<file path="src/rtl/uart_alu_interface_pkg.sv">
// ============================================================================
// Module : uart_alu_interface_pkg
// Brief  : Shared widths, one-hot FSM encoding and ALU opcodes for the UART/ALU bridge.
// Rev    : 1.0
// ============================================================================
`default_nettype none

package uart_alu_interface_pkg;

  localparam int NB_DATA_DEF = 8;
  localparam int NB_OP_DEF   = 6;

  localparam logic [5:0] OP_ADD = 6'b100000;
  localparam logic [5:0] OP_SUB = 6'b100010;
  localparam logic [5:0] OP_AND = 6'b100100;

  typedef enum logic [4:0] {
    ST_WAIT_A  = 5'b00001,
    ST_WAIT_B  = 5'b00010,
    ST_WAIT_OP = 5'b00100,
    ST_COMPUTE = 5'b01000,
    ST_WAIT_TX = 5'b10000
  } state_t;

endpackage

`default_nettype wire

</file>
<file path="src/rtl/uart_alu_interface_rx_valid_edge_detect.sv">
// ============================================================================
// Module : rx_valid_edge_detect
// Brief  : One-cycle pulse on the rising edge of the receiver valid strobe.
// Rev    : 1.0
// ============================================================================
`default_nettype none

module rx_valid_edge_detect (
  input  logic i_clk,
  input  logic i_reset_n,
  input  logic i_valid,
  output logic o_pulse
);

  logic valid_prev;

  always_ff @(posedge i_clk or negedge i_reset_n) begin
    if (!i_reset_n) begin
      valid_prev <= 1'b0;
    end else begin
      valid_prev <= i_valid;
    end
  end

  assign o_pulse = i_valid & ~valid_prev;

endmodule

`default_nettype wire

</file>
<file path="src/rtl/uart_alu_interface.sv">
// ============================================================================
// Module : uart_alu_interface
// Brief  : Collects A, B and opcode bytes from the UART receiver, feeds the ALU
//          and hands the result to the UART transmitter.
// Rev    : 1.0
// ============================================================================
`default_nettype none

module uart_alu_interface
  import uart_alu_interface_pkg::*;
#(
  parameter int NB_DATA = NB_DATA_DEF,
  parameter int NB_OP   = NB_OP_DEF
) (
  input  logic               i_clk,
  input  logic               i_reset_n,
  input  logic [NB_DATA-1:0] i_rx_data,
  input  logic               i_rx_valid,
  input  logic [NB_DATA-1:0] i_alu_result,
  input  logic               i_tx_done,
  output logic [NB_DATA-1:0] o_alu_a,
  output logic [NB_DATA-1:0] o_alu_b,
  output logic [NB_OP-1:0]   o_alu_op,
  output logic [NB_DATA-1:0] o_tx_data,
  output logic               o_tx_start,
  output logic               o_busy,
  output logic               o_overrun
);

  state_t             state, next_state;
  logic               accept;
  logic [NB_DATA-1:0] next_alu_a, next_alu_b, next_tx_data;
  logic [NB_OP-1:0]   next_alu_op;
  logic               next_tx_start, next_busy, next_overrun;

  rx_valid_edge_detect u_edge (
    .i_clk     (i_clk),
    .i_reset_n (i_reset_n),
    .i_valid   (i_rx_valid),
    .o_pulse   (accept)
  );

  always_ff @(posedge i_clk or negedge i_reset_n) begin
    if (!i_reset_n) begin
      state      <= ST_WAIT_A;
      o_alu_a    <= '0;
      o_alu_b    <= '0;
      o_alu_op   <= '0;
      o_tx_data  <= '0;
      o_tx_start <= 1'b0;
      o_busy     <= 1'b0;
      o_overrun  <= 1'b0;
    end else begin
      state      <= next_state;
      o_alu_a    <= next_alu_a;
      o_alu_b    <= next_alu_b;
      o_alu_op   <= next_alu_op;
      o_tx_data  <= next_tx_data;
      o_tx_start <= next_tx_start;
      o_busy     <= next_busy;
      o_overrun  <= next_overrun;
    end
  end

  always_comb begin
    next_state    = state;
    next_alu_a    = o_alu_a;
    next_alu_b    = o_alu_b;
    next_alu_op   = o_alu_op;
    next_tx_data  = o_tx_data;
    next_tx_start = 1'b0;
    next_overrun  = o_overrun;

    case (state)
      ST_WAIT_A: begin
        if (accept) begin
          next_alu_a = i_rx_data;
          next_state = ST_WAIT_B;
        end
      end
      ST_WAIT_B: begin
        if (accept) begin
          next_alu_b = i_rx_data;
          next_state = ST_WAIT_OP;
        end
      end
      ST_WAIT_OP: begin
        if (accept) begin
          next_alu_op = i_rx_data[NB_OP-1:0];
          next_state  = ST_COMPUTE;
        end
      end
      ST_COMPUTE: begin
        next_tx_data  = i_alu_result;
        next_tx_start = 1'b1;
        next_state    = ST_WAIT_TX;
        if (accept) next_overrun = 1'b1;
      end
      ST_WAIT_TX: begin
        // A byte arriving alongside tx_done is still dropped: we were not yet accepting.
        if (accept)    next_overrun = 1'b1;
        if (i_tx_done) next_state   = ST_WAIT_A;
      end
      default: next_state = ST_WAIT_A;
    endcase

    next_busy = (next_state == ST_COMPUTE) || (next_state == ST_WAIT_TX);
  end

endmodule

`default_nettype wire
</file>
<file path="config.mk">
export PLATFORM = sky130hd
export DESIGN_NAME = uart_alu_interface
export DESIGN_NICKNAME = d
export VERILOG_FILES = /design/src/rtl/uart_alu_interface_pkg.sv /design/src/rtl/uart_alu_interface_rx_valid_edge_detect.sv /design/src/rtl/uart_alu_interface.sv
export SDC_FILE = /design/constraint.sdc
export NUM_CORES = 1
export LEC_CHECK = 0
export BUFFER_PORTS_ARGS = -buffer_cell sky130_fd_sc_hd__buf_2
export CAP_MARGIN = 40
export CORE_UTILIZATION = 49
export CTS_CLUSTER_SIZE = 8
export DETAILED_ROUTE_END_ITERATION = 8
export GPL_ROUTABILITY_DRIVEN = 0
export HOLD_SLACK_MARGIN = 0.05
export PLACE_DENSITY_LB_ADDON = 0.05
export SYNTH_ARGS = -nofsm -noshare
export SYNTH_HDL_FRONTEND = slang
export SYNTH_HIERARCHICAL = 1
export SYNTH_SLANG_ARGS = --single-unit
export TNS_END_PERCENT = 5
</file>
<file path="constraint.sdc">
create_clock -name i_clk -period 1.7 [get_ports i_clk]
set_input_delay 0 -clock i_clk [delete_from_list [all_inputs] [get_ports i_clk]]
set_output_delay 0 -clock i_clk [all_outputs]
set_load 0.02 [all_outputs]
</file>
---- Yosys cells after proc, flatten, opt, wreduce, memory -nomap -nowiden ----
Index checks and enable logic that the tools add are counted.
operators by class
  equality and inequality tests ........... 7
  multiplexer cells ....................... 6
  bitwise operators ....................... 2
  reduce and logical (&&, ||, !) cells .... 6
operator list
  kind                number
  $pmux 5 s5          1
  $mux 5              4
  $eq 5x4->1 const B  2
  $eq 5x5->1 const B  2
  $reduce_and 2->1    4
  $eq 5x1->1 const B  1
  $eq 5x2->1 const B  1
  $eq 5x3->1 const B  1
  $reduce_or 2->1     1
  $and 1x1->1         1
  $logic_or 1x1->1    1
  $mux 1              1
  $not 1->1           1
word-level totals
  bits in registers ....................... 39
  input bits .............................. 20
  word-level logic and storage cells ...... 30

---- Depth between registers and ports, before layout ----
Gate-level depths: netlist of run 1.
  depth in word-level cells ............... 6
  gate-level depth with buffers ........... 5
  gate-level depth less buffers ........... 5

---- By module ----
The synthesis of run 1 kept the hierarchy.
modules (own cells, without submodules)
  module                instances  cells each  area each (µm²)  seq. area each (µm²)
  uart_alu_interface    1          110         1614.0           952.2
  rx_valid_edge_detect  1          2           38.8             25.0

---- Worst setup path before layout of run 1 ----
Ideal clock, no wire load.
  path kind ............................... reg2reg
  start point ............................. reg u_edge.valid_prev
  end point ............................... reg o_alu_b[0]
  setup time .............................. 0.125 ns
  arrival time ............................ 1.305 ns
  data required time ...................... 1.575 ns
  slack ................................... 0.270 ns
  stages on the path, launching flop included .. 6
  buffers on the path ..................... 0
  cell sequence ........................... dfrtp_1 -> nor2b_4 -> nor2b_4 -> nor2b_4 -> nand3_4 -> mux2_2
on the way
  cells in the longest elaborated chain, start to end .. 3
RTL lines
  item                        RTL line                                       source
  start, declared             uart_alu_interface_rx_valid_edge_detect.sv:15  logic valid_prev;
  start signal, assigned      uart_alu_interface_rx_valid_edge_detect.sv:21  valid_prev <= i_valid;
  $not 1->1                   uart_alu_interface_rx_valid_edge_detect.sv:25  assign o_pulse = i_valid & ~valid_prev;
  $and 1x1->1                 uart_alu_interface_rx_valid_edge_detect.sv:25
  via accept                  uart_alu_interface.sv:31                       logic accept;
  $reduce_and 2->1 (no line)  n/a
  end signal, assigned        uart_alu_interface.sv:56                       o_alu_b <= next_alu_b;
  end, declared               uart_alu_interface.sv:22                       output logic [NB_DATA-1:0] o_alu_b,
The timed path passes the listed nets, and every way through them passes these cells.
A chain may end at the register's enable or synchronous reset.

---- Worst setup path in the final report of run 1 ----
Ends and elaborated chain as after synthesis.

==> metrics.csv, run 1 <==
metric;value;unit
Clock transition at path regs;110;ps
initial antenna violation count;0;
Setup-failing EPs final;0;
delay-heaviest family, CP;simple AND/OR/NAND/NOR gates;
Startpoint Class;flop;
fmax;0.640;GHz
clk buf depth;2;
Synth Area in Compound Gates;4.31;%
layout cell share with drive strength beyond 1;54.5;%
Routed WL;3230;µm
Worst Path Buf+Inv;0;
CTS tree;built;
Post-Layout Cell Count;233;
Die Ht;60.1;µm
Total Routing Usage GR;20.7;%
uppermost layer routed;met4;
Post-Route Setup TNS;0;ps
final hold viol count;0;
Slew Limit Fails;0;
max_slew headroom;44.4;%
clk sinks;39;
number of diodes;0;
mux cell area share after synthesis;21.0;%
vias per std cell;5.00;
total CTS buffers;5;
Peak VDD IR;0.659;mV
area of the multi-input gates;623;µm²
clk_skew;8.88;ps
Skew-Pair Late Insertion Delay;350;ps
period utilisation layout;91.9;%
Mapped Cells;112;
drt pass-1 iters;3;
met3 wire len;163;µm
largest family of logic cells by synthesized area;multiplexers;
first-pass GRT wire length;5190;µm
critical path arrival;1800;ps
Rows;20;
grt ovf;0;
synth warn;6;
Ports;53;
slowest cell delay on critical path;410;ps
Core Box Area;3130;µm²
Hold Path Class;input port to async pin;
Yosys reg bits;39;
largest net degree at the start of global routing;40;
minimum clock period;1560;ps
DR iter-0 viols;33;
Power Density;1210;nW/µm²
CP Capture Type;flop;
RSZ-0062 raised after global routing;no;
input/output buffers;52;
WL/cell;13.9;µm
H-tree depth;2;
Starting Density;52.8;%
worst slew pin tran;833;ps
synthesized area;1650;µm²
Clock Root Buffer;clkbuf_4;
syn avg cell area;14.8;µm²
vias after detailed routing;1164;
Leakage;1.09;nW
DP Cell Count;206;
DRC violations left;0;
cell mode on critical path;nor2b_4;
register area share after synthesis;59.1;%
crit-path cells;nor2b_4 -> nor2b_4 -> nor2b_4 -> nand3_4 -> mux2_2;
die footprint;3610;µm²
Synth Area in XOR/XNOR;0.530;%
Worst path slowest cell;dfrtp_1;
# fillers;262;
Max Cap Viol;0;
Final HPWL DP;2190;µm
Syn-to-layout area delta;32.0;%
ANT nets after route;0;
Netlist cell types;28;
Layout Nets;208;
outcome;complete, no violations;
CP required;1940;ps
fraction of the mapped netlist area in simple logic gates;11.8;%
DRT met1 WL;1310;µm
cell area after layout;2180;µm²
post-CTS resize count;0;
critical path class;flop to flop;
Synth Area in Adders;0;%
Post-Syn Nets;132;
die width;60.1;µm
DP Area;1940;µm²
vias in the first global route;1174;
FF+latch area;977;µm²
met2 wire length;1710;µm
CP max FO;8;
final timing paths:
path,cells after the start,start,to,slack (ps)
max,5,u_edge/valid_prev$_DFF_PN0_,o_alu_b[0]$_DFFE_PN0P_,140
min,2,i_reset_n,o_alu_op[3]$_DFFE_PN0P_,290
max reg2reg,5,u_edge/valid_prev$_DFF_PN0_,o_alu_b[0]$_DFFE_PN0P_,140
min reg2reg,1,o_overrun$_DFFE_PN0P_,o_overrun$_DFFE_PN0P_,500
max in group asynchronous,2,i_reset_n,state[4]$_DFF_PN0_,890
min in group i_clk,2,i_rx_valid,u_edge/valid_prev$_DFF_PN0_,310
routing by layer:
| layer | vias to the layer above | global-route usage, % |
|---|---|---|
| li1 | 553 | - |
| met1 | 572 | 23.3 |
| met2 | 33 | 35.2 |
| met3 | 6 | 4.76 |
| met4 | 0 | 13.0 |
| met5 | - | 0 |
layout make-up:
type,count,area share (%)
Sequential cell,39,44.8
Inverter,3,0.516
Tap cell,44,2.52
Clock inverter,1,0.229
Clock buffer,7,2.06
Multi-Input combinational cell,66,28.6
Timing Repair Buffer,73,21.3
placed cells by master, fill, tap and decap left out, types with 3 or more instances in the layout:
cell / netlist / layout
nor2_1: 3 / 3
dlygate4sd3_1: 0 / 19
a21oi_1: 3 / 3
clkbuf_4: 0 / 5
buf_2: 0 / 52
nor3_1: 3 / 3
mux2_2: 30 / 30
dfrtp_1: 38 / 38
nor2b_4: 3 / 3
per-stage QoR:
step	hold slack [ps]	utilization, %	power [mW]	setup WS, ps
6_report	286	69.8	2.65	138
2_1_floorplan	-296	-	1.91	270
5_1_grt	307	69.8	2.80	49.0
4_1_cts	297	69.8	2.67	127
3_5_place_dp	124	62.1	2.20	133
3_3_place_gp	130	62.1	2.17	177
synth_stat cells:
| master | number | share of area, % |
|---|---|---|
| nand3_2 | 2 | 1.2 |
| buf_6 | 3 | 2.0 |
| inv_1 | 2 | 0.45 |
| buf_4 | 1 | 0.45 |
| nor3b_1 | 2 | 0.91 |
| nor2b_4 | 3 | 2.5 |
| o21ai_0 | 2 | 0.61 |
| a21oi_1 | 3 | 0.91 |
| a31oi_1 | 1 | 0.38 |
| inv_2 | 1 | 0.23 |
| nand2_1 | 2 | 0.45 |
| and3_1 | 1 | 0.38 |
| xor2_1 | 1 | 0.53 |
| mux2i_1 | 1 | 0.61 |
| dfrtp_1 | 38 | 58 |
| mux2_2 | 30 | 20 |
| nand3_4 | 2 | 2.1 |
| a32oi_2 | 1 | 0.98 |
| nor2b_1 | 2 | 0.76 |
| nor2_1 | 3 | 0.68 |
| o22ai_1 | 1 | 0.38 |
| nand3_1 | 1 | 0.30 |
| a211o_1 | 1 | 0.53 |
| nor3_1 | 3 | 0.91 |
| dfstp_2 | 1 | 1.6 |
| a31o_2 | 1 | 0.53 |
| nor3_2 | 2 | 1.2 |
| nand2b_1 | 1 | 0.38 |
state kept, by name, summed over array words and instances (netlist names):
signal             cells
o_alu_a                8
o_alu_b                8
o_alu_op               6
o_busy                 1
o_overrun              1
o_tx_data              8
o_tx_start             1
state                  5
u_edge/valid_prev      1
power breakdown:
part           total (mW)  switching [mW]  internal, mW
sequential           1.29           0.142          1.15
combinational       0.915           0.507         0.408
clock               0.440           0.279         0.161
total                2.65           0.928          1.72
cell families (layout without fill, tap and decap cells):
group	after synthesis	in the layout
buffers and inverters	7	84
DFF	39	39
AOI/OAI and AO/OA	10	10
xor gates and xnor gates	1	1
and+or+nand+nor	24	24
muxes	31	31
timing repair:
| action | in CTS | in global routing |
|---|---|---|
| setup buffers | 0 | 0 |
| hold endpoints to repair | 70 | 0 |
| hold buffers | 19 | 0 |
No activity file was read; power rests on OpenSTA's default activity.
==> run 2: changes to the inputs <==
- SYNTH_HIERARCHICAL: 1 -> default
==> run 2 against run 1 <==
Effect of this change: register-to-register slack lost 20 ps; utilization grew 1.5 points; hold slack lost 110 ps; synthesized area shrank 2.4%; sequential cell count is the same; sequential power shrank 14%; critical path depth shrank 2; setup slack lost 18 ps; design area grew 0.52%; largest cell class unchanged.
==> metrics.csv, run 2 <==
metric;value;unit;change
minimum clock period;1580;ps;was 1560 ps
vias after detailed routing;1126;;was 1164
Syn-to-layout area delta;36.0;%;was 32.0%
Post-Layout Cell Count;229;;was 233
commonest cells after routing, fill and taps aside;buf_2 (52), dfrtp_1 (38), mux2_2 (24);;was buf_2 (52), dfrtp_1 (38), mux2_2 (30)
syn avg cell area;15.7;µm²;was 14.8 µm²
Hold Path Class;input port to async pin;;unchanged
EDFF count, synth;0;;unchanged
ys async rst share;100;%;unchanged
total CTS buffers;5;;unchanged
dominant synthesized flop cell;dfrtp_1;;unchanged
RSZ-0062 raised after global routing;no;;unchanged
CTS tree;built;;unchanged
final hold viol count;0;;unchanged
worst slew pin tran;598;ps;was 833 ps
worst hold margin;178;ps;was 286 ps
Rows;20;;unchanged
Netlist cell types;29;;was 28
clk buf depth;2;;unchanged
die footprint;3520;µm²;was 3610 µm²
top-area cell type share of the netlist area;59.0;%;was 57.5%
CP max FO;5;;was 8
CP required;1940;ps;about the same
critical path arrival;1820;ps;was 1800 ps
largest family of logic cells by synthesized area;multiplexers;;unchanged
register area share after synthesis;60.6;%;was 59.1%
clk sinks;39;;unchanged
Die Ht;59.4;µm;was 60.1 µm
most common cell after layout, fill and taps aside;buf_2;;unchanged
Regs by FF count;o_alu_a (8), o_alu_b (8), o_tx_data (8);;unchanged
drt pass-1 iters;4;;was 3
synth warn;0;;was 6
Ports;53;;unchanged
WL/cell;14.4;µm;was 13.9 µm
clk_skew;8.81;ps;was 8.88 ps
layout cell share with drive strength beyond 1;56.8;%;was 54.5%
worst slack, placed;68.7;ps;was 133 ps
Power Density;961;nW/µm²;was 1210 nW/µm²
fmax;0.633;GHz;was 0.640 GHz
input/output buffers;52;;unchanged
Starting Density;52.4;%;was 52.8%
vias in the first global route;1142;;was 1174
Clock Root Buffer;clkbuf_4;;unchanged
period utilisation layout;93.0;%;was 91.9%
max_slew headroom;60.1;%;was 44.4%
cell taking the most area after synthesis;dfrtp_1;;unchanged
DP Cell Count;202;;was 206
Max Cap Viol;0;;unchanged
Startpoint Class;flop;;unchanged
Routed WL;3310;µm;was 3230 µm
grt ovf;0;;unchanged
die width;59.4;µm;was 60.1 µm
Peak VDD IR;0.669;mV;was 0.659 mV
Synth top cells by count;dfrtp_1 (38), mux2_2 (24), mux2_4 (6);;was dfrtp_1 (38), mux2_2 (30)
total chip power;2.11;mW;was 2.65 mW
synth top area cells;dfrtp_1 (59%), mux2_2 (17%), mux2_4 (5.6%);;was dfrtp_1 (58%), mux2_2 (20%), nor2b_4 (2.5%)
Final Util;71.3;%;was 69.8%
Synth Area in XOR/XNOR;1.09;%;was 0.530%
Slew Limit Fails;0;;unchanged
synthesized area;1610;µm²;was 1650 µm²
Clock transition at path regs;110;ps;about the same
DR iter-0 viols;33;;unchanged
Setup-failing EPs final;0;;unchanged
Final HPWL DP;2190;µm;about the same
Synth Area in Compound Gates;3.18;%;was 4.31%
Synth Area in Adders;0;%;unchanged
Post-Syn Nets;123;;was 132
Mapped Cells;103;;was 112
Post-Route Setup TNS;0;ps;unchanged
Post-CTS Setup Bufs;0;;unchanged
ANT nets after route;0;;unchanged
Leakage;1.14;nW;was 1.09 nW
most numerous cell in the Yosys netlist;dfrtp_1;;unchanged
initial antenna violation count;0;;unchanged
mux cell area share after synthesis;22.3;%;was 21.0%
DRC violations left;0;;unchanged
largest net degree at the start of global routing;28;;was 40
fin worst setup slack;119;ps;was 138 ps
Skew-Pair Late Insertion Delay;350;ps;about the same
vias per std cell;4.92;;was 5.00
Yosys reg bits;39;;unchanged
cell area after layout;2190;µm²;was 2180 µm²
outcome;complete, no violations;;unchanged
first-pass GRT wire length;5380;µm;was 5190 µm
number of diodes;0;;unchanged
fraction of the mapped netlist area in simple logic gates;10.2;%;was 11.8%
Total Routing Usage GR;21.8;%;was 20.7%
Layout Nets;204;;was 208
CP Capture Type;flop;;unchanged
Core Box Area;3080;µm²;was 3130 µm²
H-tree depth;2;;unchanged
DP Area;1940;µm²;unchanged
critical path class;flop to flop;;unchanged
[run 2: cell families after synthesis]
logic type,count (synthesis)
buffers and inverters,5
xor gates and xnor gates,2
AOI/OAI and AO/OA,7
muxes,30
DFF,39
and+or+nand+nor,20
[run 2: what timing repair did]
item | CTS | global route
gates resized for setup | 0 | 1
hold buffers | 19 | 0
endpoints found under the hold margin | 58 | 0
endpoints found under the setup margin | 0 | 2
[run 2: critical path: stages (launching register included)]
cell      delay (ps)
dfstp_2          590
nor4bb_4         250
and2_2           280
mux2_2           360
[run 2: final cells by class]
| type | count | area [µm²] |
|---|---|---|
| clock buffers | 7 | 55.1 |
| repair buffers | 78 | 503 |
| well taps | 44 | 55.1 |
| flip-flops and latches | 39 | 977 |
| inverters | 1 | 3.75 |
| multi-input cells | 59 | 594 |
| clock inverters | 1 | 5.00 |
| fillers | 237 | 885 |
[run 2: power by group]
part           internal (mW)  switching [mW]
Sequential              1.05          0.0620
Clock                  0.201           0.294
Combinational          0.231           0.273
[run 2: path summary, 6_finish.rpt]
check                                      start                          end  slack (ps)  depth (start not counted)
hold / removal                         i_reset_n      o_alu_op[3]$_DFFE_PN0P_         180                          2
hold reg to reg            o_overrun$_DFFE_PN0P_        o_overrun$_DFFE_PN0P_         470                          1
max in group asynchronous              i_reset_n     o_tx_data[0]$_DFFE_PN0N_         990                          3
setup / recovery              state[0]$_DFF_PN1_       o_alu_a[6]$_DFFE_PN0P_         120                          3
min in group i_clk                    i_rx_valid  u_edge.valid_prev$_DFF_PN0_         340                          2
setup reg to reg              state[0]$_DFF_PN1_       o_alu_a[6]$_DFFE_PN0P_         120                          3
[run 2: layer usage]
metal / global-route usage [%] / up-vias / part of all wire, %
met2: 33.5 / 30 / 49
met5: 0 / - / 0
met1: 27.9 / 563 / 44
met4: 10.5 / 0 / 2.5
li1: - / 524 / -
met3: 6.99 / 9 / 4.6
